==> src/rtl/count_capture_pkg.sv <==
// Shared types and record layout for the count_capture monitor.
package count_capture_pkg;

  // Event code carried in the top two bits of every record.
  typedef enum logic [1:0] {
    EVT_NONE   = 2'b00,
    EVT_WRAP   = 2'b01,
    EVT_THRESH = 2'b10,
    EVT_CCCHG  = 2'b11
  } evt_t;

  typedef enum logic [1:0] {
    IDLE  = 2'b00,
    PRIME = 2'b01,
    RUN   = 2'b10
  } state_t;

  // Record layout, LSB first: cnt[CNT_W-1:0], cc[1:0], evt[1:0].
  localparam int CC_W  = 2;
  localparam int EVT_W = 2;
  localparam int REC_TAG_W = CC_W + EVT_W;  // bits added on top of the count

endpackage

==> src/rtl/cap_fifo.sv <==
// Small synchronous FIFO. The head is read from registered storage,
// so a pushed word becomes visible one cycle after the push edge.
module cap_fifo #(
  parameter int WIDTH = 12,
  parameter int DEPTH = 4
) (
  input  logic             clk,
  input  logic             rst,
  input  logic             push,
  input  logic [WIDTH-1:0] push_data,
  output logic             full,
  input  logic             pop,
  output logic [WIDTH-1:0] head_data,
  output logic             empty
);

  localparam int AW = $clog2(DEPTH);
  localparam logic [AW:0] PTR_ONE = 1;

  logic [WIDTH-1:0] mem [DEPTH];
  logic [AW:0]      wr_ptr, rd_ptr;
  logic             do_pop, do_push;

  // Extra pointer MSB tells full (wrapped once more) from empty.
  assign empty   = (wr_ptr == rd_ptr);
  assign full    = (wr_ptr[AW] != rd_ptr[AW]) && (wr_ptr[AW-1:0] == rd_ptr[AW-1:0]);
  assign do_pop  = pop && !empty;
  // At full, a same-cycle pop frees the slot being written.
  assign do_push = push && (!full || do_pop);

  assign head_data = mem[rd_ptr[AW-1:0]];

  // Storage and pointers; reset clears contents so the head reads zero.
  always_ff @(posedge clk) begin
    if (rst) begin
      wr_ptr <= '0;
      rd_ptr <= '0;
      for (int i = 0; i < DEPTH; i++) mem[i] <= '0;
    end else begin
      if (do_push) begin
        mem[wr_ptr[AW-1:0]] <= push_data;
        wr_ptr <= wr_ptr + PTR_ONE;
      end
      if (do_pop) rd_ptr <= rd_ptr + PTR_ONE;
    end
  end

endmodule

==> src/rtl/count_capture.sv <==
// Watches the upstream counter and adder output, turns wrap / threshold
// crossing / cc change events into records and queues them for a consumer.
module count_capture
  import count_capture_pkg::*;
#(
  parameter int DEPTH = 4,
  parameter int CNT_W = 8
) (
  input  logic                  clk,
  input  logic                  rst,
  input  logic                  arm,
  input  logic [CNT_W-1:0]      cnt_in,
  input  logic [1:0]            cc_in,
  input  logic [CNT_W-1:0]      thresh,
  output logic                  out_valid,
  input  logic                  out_ready,
  output logic [CNT_W+REC_TAG_W-1:0] out_data,
  output logic                  armed,
  output logic [7:0]            drop_cnt
);

  localparam int REC_W = CNT_W + REC_TAG_W;

  state_t           state;
  logic [CNT_W-1:0] prev_cnt;
  logic [1:0]       prev_cc;
  evt_t             evt;
  logic             fire, hit_wrap, hit_thresh, hit_cc;
  logic             full, empty, popping;
  logic [REC_W-1:0] rec;

  // FSM: PRIME gives prev_* one clean sample before detection starts.
  always_ff @(posedge clk) begin
    if (rst) state <= IDLE;
    else begin
      case (state)
        IDLE:    if (arm) state <= PRIME;
        PRIME:   state <= RUN;
        RUN:     if (!arm) state <= IDLE;
        default: state <= IDLE;
      endcase
    end
  end

  // Previous-sample registers track the inputs in every state.
  always_ff @(posedge clk) begin
    if (rst) begin
      prev_cnt <= '0;
      prev_cc  <= '0;
    end else begin
      prev_cnt <= cnt_in;
      prev_cc  <= cc_in;
    end
  end

  // A drop to zero only counts as a wrap when coming from all-ones.
  assign hit_wrap   = (prev_cnt == {CNT_W{1'b1}}) && (cnt_in == '0);
  assign hit_thresh = (prev_cnt < thresh) && (cnt_in >= thresh);
  assign hit_cc     = (cc_in != prev_cc);

  // Priority encode; losing coincident events are simply discarded.
  always_comb begin
    evt = EVT_NONE;
    if (state == RUN) begin
      if (hit_wrap)        evt = EVT_WRAP;
      else if (hit_thresh) evt = EVT_THRESH;
      else if (hit_cc)     evt = EVT_CCCHG;
    end
  end

  assign fire    = (evt != EVT_NONE);
  assign rec     = {evt, cc_in, cnt_in};
  assign popping = out_ready && !empty;

  cap_fifo #(.WIDTH(REC_W), .DEPTH(DEPTH)) u_fifo (
    .clk       (clk),
    .rst       (rst),
    .push      (fire),
    .push_data (rec),
    .full      (full),
    .pop       (out_ready),
    .head_data (out_data),
    .empty     (empty)
  );

  assign out_valid = !empty;
  assign armed     = (state == RUN);

  // Count events lost to a full FIFO with no pop to make room.
  always_ff @(posedge clk) begin
    if (rst) drop_cnt <= '0;
    else if (fire && full && !popping && drop_cnt != 8'hFF) drop_cnt <= drop_cnt + 8'd1;
  end

endmodule

==> config.mk <==
export PLATFORM = sky130hd
export DESIGN_NAME = count_capture
export DESIGN_NICKNAME = d
export VERILOG_FILES = /design/src/rtl/count_capture_pkg.sv /design/src/rtl/cap_fifo.sv /design/src/rtl/count_capture.sv
export SDC_FILE = /design/constraint.sdc
export NUM_CORES = 1
export LEC_CHECK = 0
export CAP_MARGIN = 30
export CELL_PAD_IN_SITES_DETAIL_PLACEMENT = 1
export CELL_PAD_IN_SITES_GLOBAL_PLACEMENT = 1
export CORE_MARGIN = 2
export CORE_UTILIZATION = 40
export CTS_CLUSTER_SIZE = 28
export DETAILED_ROUTE_END_ITERATION = 7
export GPL_TIMING_DRIVEN = 1
export PLACE_DENSITY_LB_ADDON = 0.1
export SYNTH_ARGS = -nofsm -noshare
export SYNTH_HDL_FRONTEND = slang
export SYNTH_HIERARCHICAL = 1
export SYNTH_SLANG_ARGS = --single-unit
==> constraint.sdc <==
create_clock -name clk -period 4.2 [get_ports clk]
set_input_delay 1.05 -clock clk [delete_from_list [all_inputs] [get_ports clk]]
set_output_delay 1.05 -clock clk [all_outputs]
set_load 0.02 [all_outputs]
== Yosys cells after proc, flatten, opt, wreduce, memory -nomap -nowiden ==
Memories as Yosys holds them, arrays and structs flattened. A register that Yosys moved wholly into a read port is not among the register bits.
Index checks and enable logic that the tools add are counted.
Word-level totals
  memory bits (writable): 48
  bits in registers: 26
  latch bits: 0
  output and inout bits: 22
  input bits: 22
  memories: 1
  ROM bits: 0
Cells by class
  order comparisons: 2
  eq/ne operators: 10
  divide/modulo/power cells: 0
  shifts and indexed selects: 0
  add/sub/neg operators: 3
  reduce and logical (&&, ||, !) cells: 17
  multiplexer cells: 17
  bitwise logic cells: 0
  multiply operators: 0
Memory list
  u_fifo.mem: words 4, width 12, rd ports 1, clocked after Yosys merged registers in 1, write ports 4, RTL line cap_fifo.sv:20  | logic [WIDTH-1:0] mem [DEPTH];
Operators with widths (count)
  $mux 2: 9
  $mux 12: 1
  $reduce_or 12->1: 1
  $add 8x1->8 const B: 1
  $eq 8x8->1 const B: 1
  $ge 8x8->1: 1
  $logic_and 1x1->1: 8
  $logic_not 8->1: 1
  $lt 8x8->1: 1
  $ne 8x8->1 const B: 1
  $add 3x1->3 const B: 2
  $mux 1: 6
  $pmux 2 s3: 1
  $ne 2x2->1 const B: 2
  $eq 3x3->1: 1
  $logic_not 1->1: 3
  $eq 2x1->1 const B: 1
  $eq 2x2->1: 1
  $eq 2x2->1 const B: 1
  $logic_not 2->1: 1
  $ne 2x2->1: 1
  $reduce_and 2->1: 1
  $reduce_bool 2->1: 1
  $logic_or 1x1->1: 1
  $ne 1x1->1: 1

== Depth between registers and ports, before layout ==
Gate-level depths: netlist (run 1).
  depth after elaboration: 12
  gate-level depth with buffers: 12

== Hierarchy ==
The synthesis (run 1) kept the hierarchy.
By module, submodules not included
  cap_fifo: sequential area each 1601.5 um^2, area each 2592.5 um^2, cells each 186, instances 1
  count_capture: sequential area each 400.4 um^2, area each 1232.4 um^2, cells each 140, instances 1

== Least setup slack after synthesis (run 1) ==
Ideal clock, no wire load.
  path kind: input port to flip-flop
  start point: in cnt_in[0]
  end point: mem u_fifo.mem[0][0] (enable)
  stages on the path: 10
  setup time: 383 ps
  arrival time: 3871 ps
  setup slack: -54 ps
  required time: 3817 ps
  path buffers: 2
  cells stage by stage: or4_1 -> or4_4 -> and2_4 -> o31a_4 -> buf_6 -> and2b_2 -> nor2b_1 -> o41ai_4 -> buf_6 -> o21bai_1
RTL lines
  start: declaration: RTL line count_capture.sv:12  | input logic [CNT_W-1:0] cnt_in,
  end: declaration: RTL line cap_fifo.sv:20

==> flow_metrics.env, run 1 <==
export IMPL_dieArea_um2=10400
export IMPL_syn_to_final_growth_pct=21.6
export IMPL_hold_violations=0
export IMPL_path_buf_inv=2
export IMPL_worstMarginPinSlew_ns=0.887
export IMPL_io_buffer_count=43
export IMPL_yosysTopAreaCell="edfxtp_1"
export IMPL_cts_setup_buffers=0
export IMPL_grt_pass1_vias=2912
export IMPL_cts_tree="done"
export IMPL_max_clock_freq_mhz=260
export IMPL_grt_use_met2_pct=33.2
export IMPL_ctsHoldBuffers=0
export IMPL_grt_max_degree=37
export IMPL_fin_nets=421
export IMPL_fin_skew_ns=0.0140
export IMPL_worstSetupPathDepth=10
export IMPL_maxSlewViolCount=0
export IMPL_ir_worst_vdd_v=0.000147
export IMPL_die_w_um=102
export IMPL_grt_remaining_overflow=0
export IMPL_grt_util_all_layers_pct=19.3
export IMPL_holdWs_ns=0.456
export IMPL_p_clk_share_pct=34.7
export IMPL_cp_top_family="simple AND/OR/NAND/NOR gates"
export IMPL_route_detailed_drc=0
export IMPL_final_layout_size_suffix_gt1_share_pct=14.8
export IMPL_synth_ff_type="edfxtp_1"
export IMPL_grt_pass1_wl_um=15100
export IMPL_fin_crit_sh_pct=91.7
export IMPL_seqCellArea_um2=2000
export IMPL_crit_slowest_cell="or4_4"
export IMPL_ys_warn_count=6
export IMPL_fill_cells=984
export IMPL_antenna_found_initial=0
export IMPL_synth_nets=366
export IMPL_use_met3_pct=3.38
export IMPL_num_antenna_cells=0
export IMPL_min_path_cells=1
export IMPL_cp_required_ns=4.24
export IMPL_vias=2726
export IMPL_async_flop_share_pct=0
export IMPL_p_total_mw=1.78
export IMPL_insertion_delay_ns=0.35
export IMPL_crit_chain="clkdlybuf4s50_1 > or4_1 > or4_4 > and2_4 > o31a_4 > and2b_2 > nor2b_1 > o41ai_4 > o21bai_1 > buf_4"
export IMPL_slowest_delay_ns=0.57
export IMPL_syn_area_um2=3820
export IMPL_synth_commonest_cells="edfxtp_1 (48), nor3_1 (38), dfxtp_1 (28), inv_1 (27), nor2_1 (23)"
export IMPL_cts_resized=0
export IMPL_synth_area_per_cell_um2=11.7
export IMPL_initial_utilization_pct=41.4
export IMPL_ctsHtreeMaxLevel=3
export IMPL_switching_power_mw=0.467
export IMPL_power_leakage_nw=1.77
export IMPL_synth_top_area_share_pct=37.7
export IMPL_gr_usage_met1_pct=24.1
export IMPL_ys_seq_elements=76
export IMPL_firstDrtPassIters=4
export IMPL_top_usage_layer="met2"
export IMPL_synth_edf_count=48
export IMPL_clock_path_buffers=2
export IMPL_wl_per_cell_um=17.7
export IMPL_vias_per_cell=5.29
export IMPL_critPathCaptureType="flip-flop"
export IMPL_drt_wl_total_um=9100
export IMPL_ant_nets=0
export IMPL_multi_input_area_um2=1610
export IMPL_setup_viol=0
export IMPL_pin_count=44
export IMPL_max_slew_margin_pct=40.8
export IMPL_post_route_min_period_ns=3.85
export IMPL_dp_hpwl_um=6470
export IMPL_critPathKind="in2reg"
export IMPL_die_h_um=102
export IMPL_path_clk_slew_ns=0.08
export IMPL_synth_most_common_cell="edfxtp_1"
export IMPL_crit_path_start_kind="input pin"
export IMPL_cp_max_fo=12
export IMPL_fp_row_count=35
export IMPL_worstHoldPathType="reg2reg"
export IMPL_synth_seq_area_share_pct=52.3
export IMPL_clock_root_buffer="clkbuf_8"
export IMPL_gp_congestion=0.736
export IMPL_outcome="finished, final reports clean"
export IMPL_p_comb_share_pct=16.9
export IMPL_coreArea_um2=9240
export IMPL_switching_share_pct=26.3
export IMPL_critPathArrivalTime_ns=3.89
export IMPL_synth_area_top_cells="edfxtp_1 (38%), dfxtp_1 (15%), mux4_2 (7.1%), ha_1 (5.9%), nor3_1 (5.0%)"
export IMPL_rsz0062_at_grt="false"
export IMPL_rr_worst_depth=9
export IMPL_clkSinkCount=76
export IMPL_pwr_share_seq_pct=48.4
export IMPL_drt_iter0_drc=73
export IMPL_cts_made_buffers=9
export IMPL_powerDensity_nw_per_um2=382
export IMPL_ys_types=50
export IMPL_postSynthCellCount=326
export IMPL_p_int_mw=1.31
export IMPL_cap_violations=0
metal layers:
metal	routed length [µm]	part of all wire, %
met3	228	2.5
met2	4570	50
met1	4110	45
met4	184	2.0
met5	0	0
logic make-up after synthesis:
logic type | after synthesis | synth area share (%)
adders and majority gates | 18 | 5.89
DFF | 76 | 52.3
xor gates and xnor gates | 8 | 1.83
muxes | 19 | 9.03
AOI/OAI and AO/OA | 38 | 7.75
and+or+nand+nor | 125 | 17.6
buffers and inverters | 42 | 5.59
cell type report:
cell class	instances	share of cell area (%)
clock inverter	6	1.88
inverter	27	2.18
multi-input combinational	208	34.6
sequential	76	43.0
tap	129	3.47
timing repair buffer	59	12.1
clock buffer	10	2.74
power groups by stage:
| stage | combinational (mW) | sequential, mW | clock (mW) |
|---|---|---|---|
| after global routing | 0.324 | 0.866 | 0.669 |
| after floorplan | 0.198 | 0.854 | 0 |
| after global placement | 0.296 | 0.876 | 0 |
| after detailed placement | 0.303 | 0.879 | 0 |
| after CTS | 0.305 | 0.861 | 0.633 |
| final | 0.301 | 0.859 | 0.617 |
through the flow:
stage	setup TNS (ns)	setup WS, ns	instance area (µm²)	utilization (%)	instances
after floorplan	-1.95	-0.0542	3820	-	326
after detailed placement	-1.40	-0.0549	4440	48.0	499
after global routing	0	0.225	4650	50.3	515
final	0	0.351	4650	50.3	515
after CTS	0	0.327	4650	50.3	515
after global placement	0	0.0636	4440	48.0	499
flip-flops by register name, indices dropped and copies added (netlist names), named ones only:
| signal | flops |
|---|---|
| u_fifo/mem | 48 |
| drop_cnt | 8 |
| prev_cnt | 8 |
| u_fifo/rd_ptr | 3 |
| u_fifo/wr_ptr | 3 |
| prev_cc | 2 |
| state | 2 |
path summary, 6_finish.rpt:
kind,endpoint,from,slack [ns]
worst min-delay path,state[0]$_SDFFE_PP0P_,state[1]$_SDFFE_PP0P_,0.46
worst min register to register,state[0]$_SDFFE_PP0P_,state[1]$_SDFFE_PP0P_,0.46
worst max register to register,u_fifo/mem[0][7]$_SDFFCE_PN0P_,prev_cnt[1]$_SDFF_PP0_,1.31
worst max-delay path,u_fifo/mem[0][7]$_SDFFCE_PN0P_,cnt_in[0],0.35
layout by cell type (no fill, tap or decap), types with 2 or more instances in the layout:
cell              n
a21oi_1           9
and3_1            4
buf_4            15
bufinv_16         2
clkbuf_8          9
clkdlybuf4s50_1  43
clkinv_2          2
dfxtp_1          28
edfxtp_1         48
ha_1             18
inv_1            27
mux2_2            4
mux2i_1           3
mux4_2           12
nand2_1          11
nand2b_1          8
nand3_1           7
nand4_1           3
nor2_1           23
nor2b_1          16
nor3_1           38
o21ai_0           4
o21bai_1          3
o31ai_1           5
or4_1             7
xnor2_1           3
xor2_1            5
worst register-to-register path, cell delays in order (launching register included):
cell	delay (ns)
dfxtp_1	0.32
ha_1	0.26
a2111oi_0	0.46
o32ai_1	0.20
o31a_4	0.31
and2b_2	0.23
nor2b_1	0.21
o41ai_4	0.15
o21bai_1	0.19
buf_4	0.25
(Power assumes the default switching activity.)
==> inputs of run 2 (changes only) <==
--- a/config.mk
+++ b/config.mk
@@ -13,7 +13,7 @@
 export CTS_CLUSTER_SIZE = 28
 export DETAILED_ROUTE_END_ITERATION = 7
 export GPL_TIMING_DRIVEN = 1
-export PLACE_DENSITY_LB_ADDON = 0.1
+export PLACE_DENSITY = 0.83
 export SYNTH_ARGS = -nofsm -noshare
 export SYNTH_HDL_FRONTEND = slang
 export SYNTH_HIERARCHICAL = 1
==> run 2 against run 1 <==
Against the previous run:
- critical path depth is the same
- core utilization shrank 0.65 points
- clock power shrank 11%
- cell count shrank 0.78%
- largest power group unchanged
- global-route usage shrank 0.63 points
- first-iteration DRC count grew 34%
- power shrank 4.1%
- register-to-register slack lost 0.04 ns
==> flow_metrics.env, run 2 (same netlist as run 1, synthesis figures left out) <==
export IMPL_outcome="finished, final reports clean"
export IMPL_fin_nets=418
export IMPL_cts_setup_buffers=0
export IMPL_firstDrtPassIters=4
export IMPL_gp_congestion=0.767
export IMPL_final_common_cell="edfxtp_1"
export IMPL_largest_reg_flops=48
export IMPL_worstMarginPinSlew_ns=0.838
export IMPL_p_comb_share_pct=17.4
export IMPL_maxSlewViolCount=0
export IMPL_post_route_min_period_ns=3.88
export IMPL_seqCellArea_um2=2000
export IMPL_slowest_delay_ns=0.56
export IMPL_critPathArrivalTime_ns=3.93
export IMPL_p_clk_share_pct=32.2
export IMPL_pre_cts_ws_ns=-0.0384
export IMPL_die_h_um=102
export IMPL_grt_pass1_wl_um=14600
export IMPL_layout_common_cells="edfxtp_1 (48), clkdlybuf4s50_1 (43), nor3_1 (38)"
export IMPL_die_w_um=102
export IMPL_crit_path_start_kind="input pin"
export IMPL_pwr_share_seq_pct=50.4
export IMPL_cts_resized=0
export IMPL_critPathCaptureType="flip-flop"
export IMPL_multi_input_area_um2=1610
export IMPL_clkSinkCount=76
export IMPL_cts_tree="done"
export IMPL_hold_violations=0
export IMPL_cp_max_fo=12
export IMPL_p_total_mw=1.70
export IMPL_max_slew_margin_pct=44.1
export IMPL_syn_to_final_growth_pct=20.1
export IMPL_antenna_found_initial=0
export IMPL_dp_cells=496
export IMPL_insertion_delay_ns=0.35
export IMPL_pin_count=44
export IMPL_ir_worst_vdd_v=0.000144
export IMPL_switching_share_pct=27.1
export IMPL_power_leakage_nw=1.73
export IMPL_fp_row_count=35
export IMPL_critPathKind="in2reg"
export IMPL_ctsHtreeMaxLevel=3
export IMPL_initial_utilization_pct=41.4
export IMPL_io_buffer_count=43
export IMPL_wl_per_cell_um=17.4
export IMPL_coreArea_um2=9240
export IMPL_clock_root_buffer="clkbuf_8"
export IMPL_rsz0062_at_grt="false"
export IMPL_fin_cells=511
export IMPL_max_clock_freq_mhz=258
export IMPL_powerDensity_nw_per_um2=371
export IMPL_num_antenna_cells=0
export IMPL_drt_wl_total_um=8910
export IMPL_cts_made_buffers=9
export IMPL_fin_crit_sh_pct=92.4
export IMPL_fill_cells=1017
export IMPL_ant_nets=0
export IMPL_grt_max_degree=37
export IMPL_grt_remaining_overflow=0
export IMPL_drt_iter0_drc=98
export IMPL_reg_largest_list="u_fifo/mem x48, drop_cnt x8, prev_cnt x8"
export IMPL_crit_chain="clkdlybuf4s50_1 > or4_1 > or4_4 > and2_4 > o31a_4 > and2b_2 > nor2b_1 > o41ai_4 > o21bai_1 > buf_4"
export IMPL_vias=2691
export IMPL_vias_per_cell=5.27
export IMPL_ctsHoldBuffers=0
export IMPL_cp_required_ns=4.24
export IMPL_dieArea_um2=10400
export IMPL_final_layout_size_suffix_gt1_share_pct=14.1
export IMPL_dp_hpwl_um=6490
export IMPL_worstHoldPathType="reg2reg"
export IMPL_route_detailed_drc=0
export IMPL_top_register="u_fifo/mem"
export IMPL_path_clk_slew_ns=0.08
export IMPL_grt_pass1_vias=2926
export IMPL_fin_skew_ns=0.00953
export IMPL_crit_slowest_cell="or4_1"
export IMPL_fin_ws_ns=0.319
export IMPL_grt_util_all_layers_pct=18.7
export IMPL_switching_power_mw=0.462
export IMPL_cap_violations=0
export IMPL_p_int_mw=1.24
export IMPL_clock_path_buffers=2
export IMPL_setup_viol=0
## run 2: changes by cell type in the layout (fill, tap and decap cells not counted), sizes merged
cell | previous run | this run
inv | 28 | 27
clkinvlp | 0 | 3
bufinv | 2 | 1
clkinv | 3 | 2
clkbuf | 10 | 9
buf | 16 | 13
## run 2: power by group through the flow
stage                     Combinational [mW]  Clock, mW  Sequential, mW
final                                  0.296      0.549           0.859
after global routing                   0.323      0.590           0.865
after CTS                              0.298      0.560           0.860
after detailed placement               0.295          0           0.877
after global placement                 0.289          0           0.874
after floorplan                        0.198          0           0.854
## run 2: layout make-up
class	count	share of cell area, %
Timing Repair Buffer	56	11.5
Tap cell	129	3.51
Clock inverter	6	1.44
Multi-Input combinational cell	208	35.0
Clock buffer	9	2.70
Sequential cell	76	43.6
Inverter	27	2.21
## run 2: stage by stage
| step | util, % | setup TNS [ns] | cell area [µm²] | hold WS [ns] |
|---|---|---|---|---|
| 2_1_floorplan | - | -1.95 | 3820 | 0.413 |
| 3_3_place_gp | 47.6 | 0 | 4400 | 0.424 |
| 6_report | 49.7 | 0 | 4590 | 0.454 |
| 4_1_cts | 49.7 | 0 | 4590 | 0.456 |
| 5_1_grt | 49.7 | 0 | 4590 | 0.476 |
| 3_5_place_dp | 47.6 | -1.13 | 4400 | 0.446 |
## run 2: routing by layer
metal	track usage, %	vias up	share of wire (%)
met5	0	-	0
met4	7.38	0	1.9
met3	3.52	13	2.6
met2	31.3	52	51
met1	23.9	1328	45
li1	-	1298	-
## run 2: path summary, 6_finish.rpt
kind	start	endpoint	slack [ns]	cells after the start
setup / recovery	cnt_in[5]	u_fifo/mem[0][7]$_SDFFCE_PN0P_	0.32	10
hold / removal	state[1]$_SDFFE_PP0P_	state[0]$_SDFFE_PP0P_	0.45	1
setup reg to reg	prev_cnt[1]$_SDFF_PP0_	u_fifo/mem[0][7]$_SDFFCE_PN0P_	1.27	9
hold reg to reg	state[1]$_SDFFE_PP0P_	state[0]$_SDFFE_PP0P_	0.45	1
## run 2: critical path, delay by kind of cell
| kind | cells | cell delay [ns] |
|---|---|---|
| simple gates | 5 | 1.72 |
| buf+inv | 2 | 0.71 |
| compound gates | 3 | 0.42 |
==> inputs of run 3 (changes only) <==
--- a/config.mk
+++ b/config.mk
@@ -14,6 +14,7 @@
 export DETAILED_ROUTE_END_ITERATION = 7
 export GPL_TIMING_DRIVEN = 1
 export PLACE_DENSITY = 0.83
+export RECOVER_POWER = 100
 export SYNTH_ARGS = -nofsm -noshare
 export SYNTH_HDL_FRONTEND = slang
 export SYNTH_HIERARCHICAL = 1
==> run 3 against run 2 <==
Against the previous run:
- the run now ends with max-capacitance violations, max-slew violations left
- non-clock buffer count did not move
- register-to-register slack got worse by 0.04 ns
- hold slack barely moved
- first-iteration DRC count rose by 12%
- fmax fell by 2.7%
==> flow_metrics.env, run 3 (same netlist as run 1, synthesis figures left out) <==
export IMPL_powerDensity_nw_per_um2=370
export IMPL_outcome="complete, but fails checks"
export IMPL_hold_violations=0
export IMPL_fill_cells=1020
export IMPL_cp_required_ns=4.18
export IMPL_dp_cells=496
export IMPL_ant_nets=0
export IMPL_vias=2698
export IMPL_dieArea_um2=10400
export IMPL_grt_pass1_wl_um=14600
export IMPL_cts_resized=0
export IMPL_placed_cell_area_um2=4400
export IMPL_rsz0062_at_grt="false"
export IMPL_max_slew_margin_pct=-1.40
export IMPL_vias_per_cell=5.28
export IMPL_max_clock_freq_mhz=251
export IMPL_reg_largest_list="u_fifo/mem x48, drop_cnt x8, prev_cnt x8"
export IMPL_setup_viol=0
export IMPL_final_layout_size_suffix_gt1_share_pct=12.3
export IMPL_wl_per_cell_um=17.5
export IMPL_gp_congestion=0.767
export IMPL_drt_iter0_drc=110
export IMPL_fin_area_um2=4560
export IMPL_p_clk_share_pct=32.5
export IMPL_pin_count=44
export IMPL_switching_power_mw=0.457
export IMPL_top_register="u_fifo/mem"
export IMPL_layout_common_cells="edfxtp_1 (48), nor3_1 (38), dfxtp_1 (28)"
export IMPL_critPathKind="in2reg"
export IMPL_grt_max_degree=37
export IMPL_die_w_um=102
export IMPL_fin_skew_ns=0.00956
export IMPL_grt_pass1_vias=2926
export IMPL_maxSlewViolCount=37
export IMPL_clock_path_buffers=2
export IMPL_grt_util_all_layers_pct=18.7
export IMPL_dp_hpwl_um=6490
export IMPL_coreArea_um2=9240
export IMPL_p_int_mw=1.23
export IMPL_ctsHtreeMaxLevel=3
export IMPL_worstHoldPathType="reg2reg"
export IMPL_fin_crit_sh_pct=95.0
export IMPL_insertion_delay_ns=0.35
export IMPL_drt_wl_total_um=8930
export IMPL_critPathCaptureType="flip-flop"
export IMPL_switching_share_pct=27.1
export IMPL_fp_row_count=35
export IMPL_io_buffer_count=43
export IMPL_post_route_min_period_ns=3.99
export IMPL_critPathLaunch="cnt_in[5]"
export IMPL_die_h_um=102
export IMPL_antenna_found_initial=0
export IMPL_ctsHoldBuffers=0
export IMPL_firstDrtPassIters=4
export IMPL_largest_reg_flops=48
export IMPL_worstMarginPinSlew_ns=1.52
export IMPL_initial_utilization_pct=41.4
export IMPL_p_comb_share_pct=16.6
export IMPL_critPathArrivalTime_ns=3.97
export IMPL_cts_setup_buffers=0
export IMPL_crit_path_start_kind="input pin"
export IMPL_clock_root_buffer="clkbuf_8"
export IMPL_path_clk_slew_ns=0.08
export IMPL_cts_made_buffers=9
export IMPL_pwr_share_seq_pct=50.9
export IMPL_fin_cells=511
export IMPL_fin_nets=418
export IMPL_ir_worst_vdd_v=0.000143
export IMPL_route_detailed_drc=0
export IMPL_violations="max-capacitance violations, max-slew violations"
export IMPL_holdWs_ns=0.454
export IMPL_hp_start="state[1]$_SDFFE_PP0P_"
export IMPL_num_antenna_cells=0
export IMPL_grt_remaining_overflow=0
export IMPL_cap_violations=1
export IMPL_syn_to_final_growth_pct=19.1
export IMPL_power_leakage_nw=1.76
export IMPL_final_common_cell="edfxtp_1"
export IMPL_reg2reg_from="prev_cnt[1]$_SDFF_PP0_"
export IMPL_clkSinkCount=76
export IMPL_cp_max_fo=12
export IMPL_cts_tree="done"
## run 3: through the flow
stage          setup WS (ns)  setup TNS, ns  utilization [%]  power (mW)
6_report               0.209              0             49.3        1.69
5_1_grt                0.126              0             49.3        1.76
4_1_cts                0.346              0             49.7        1.72
3_5_place_dp         -0.0384          -1.13             47.6        1.17
3_3_place_gp          0.0639              0             47.6        1.16
2_1_floorplan        -0.0542          -1.95                -        1.05
## run 3: cell type report
type / count / area, µm² / share of cell area (%)
Sequential cell: 76 / 2000 / 43.9
Multi-Input combinational cell: 208 / 1580 / 34.8
Timing Repair Buffer: 56 / 517 / 11.3
Tap cell: 129 / 161 / 3.54
Clock buffer: 9 / 124 / 2.72
Inverter: 27 / 101 / 2.22
Clock inverter: 6 / 66.3 / 1.46
## run 3: critical path: stages
cell             delay, ns
clkdlybuf4s50_1       0.46
or4_1                 0.56
or4_1                 0.58
and2_0                0.18
o31a_4                0.11
and2b_2               0.22
o41a_2                0.18
a31o_1                0.62
## run 3: power by group through the flow
stage	registers, mW	clock network (mW)	logic (mW)
after floorplan	0.854	0	0.198
after global placement	0.874	0	0.289
after detailed placement	0.877	0	0.295
after CTS	0.860	0.560	0.298
after global routing	0.865	0.590	0.307
final	0.859	0.548	0.280
## run 3: worst paths after layout
path,to,slack [ns],cells past startpoint
max,u_fifo/mem[3][10]$_DFFE_PP_,0.21,8
min,state[0]$_SDFFE_PP0P_,0.45,1
max reg2reg,u_fifo/mem[3][10]$_DFFE_PP_,1.23,7
min reg2reg,state[0]$_SDFFE_PP0P_,0.45,1
## run 3: per-layer routing
| layer | wire length, µm | GRT usage (%) | up-vias |
|---|---|---|---|
| met3 | 339 | 3.52 | 14 |
| met4 | 180 | 7.38 | 0 |
| met5 | 0 | 0 | - |
| li1 | - | - | 1303 |
| met2 | 4490 | 31.3 | 68 |
| met1 | 3910 | 23.9 | 1313 |
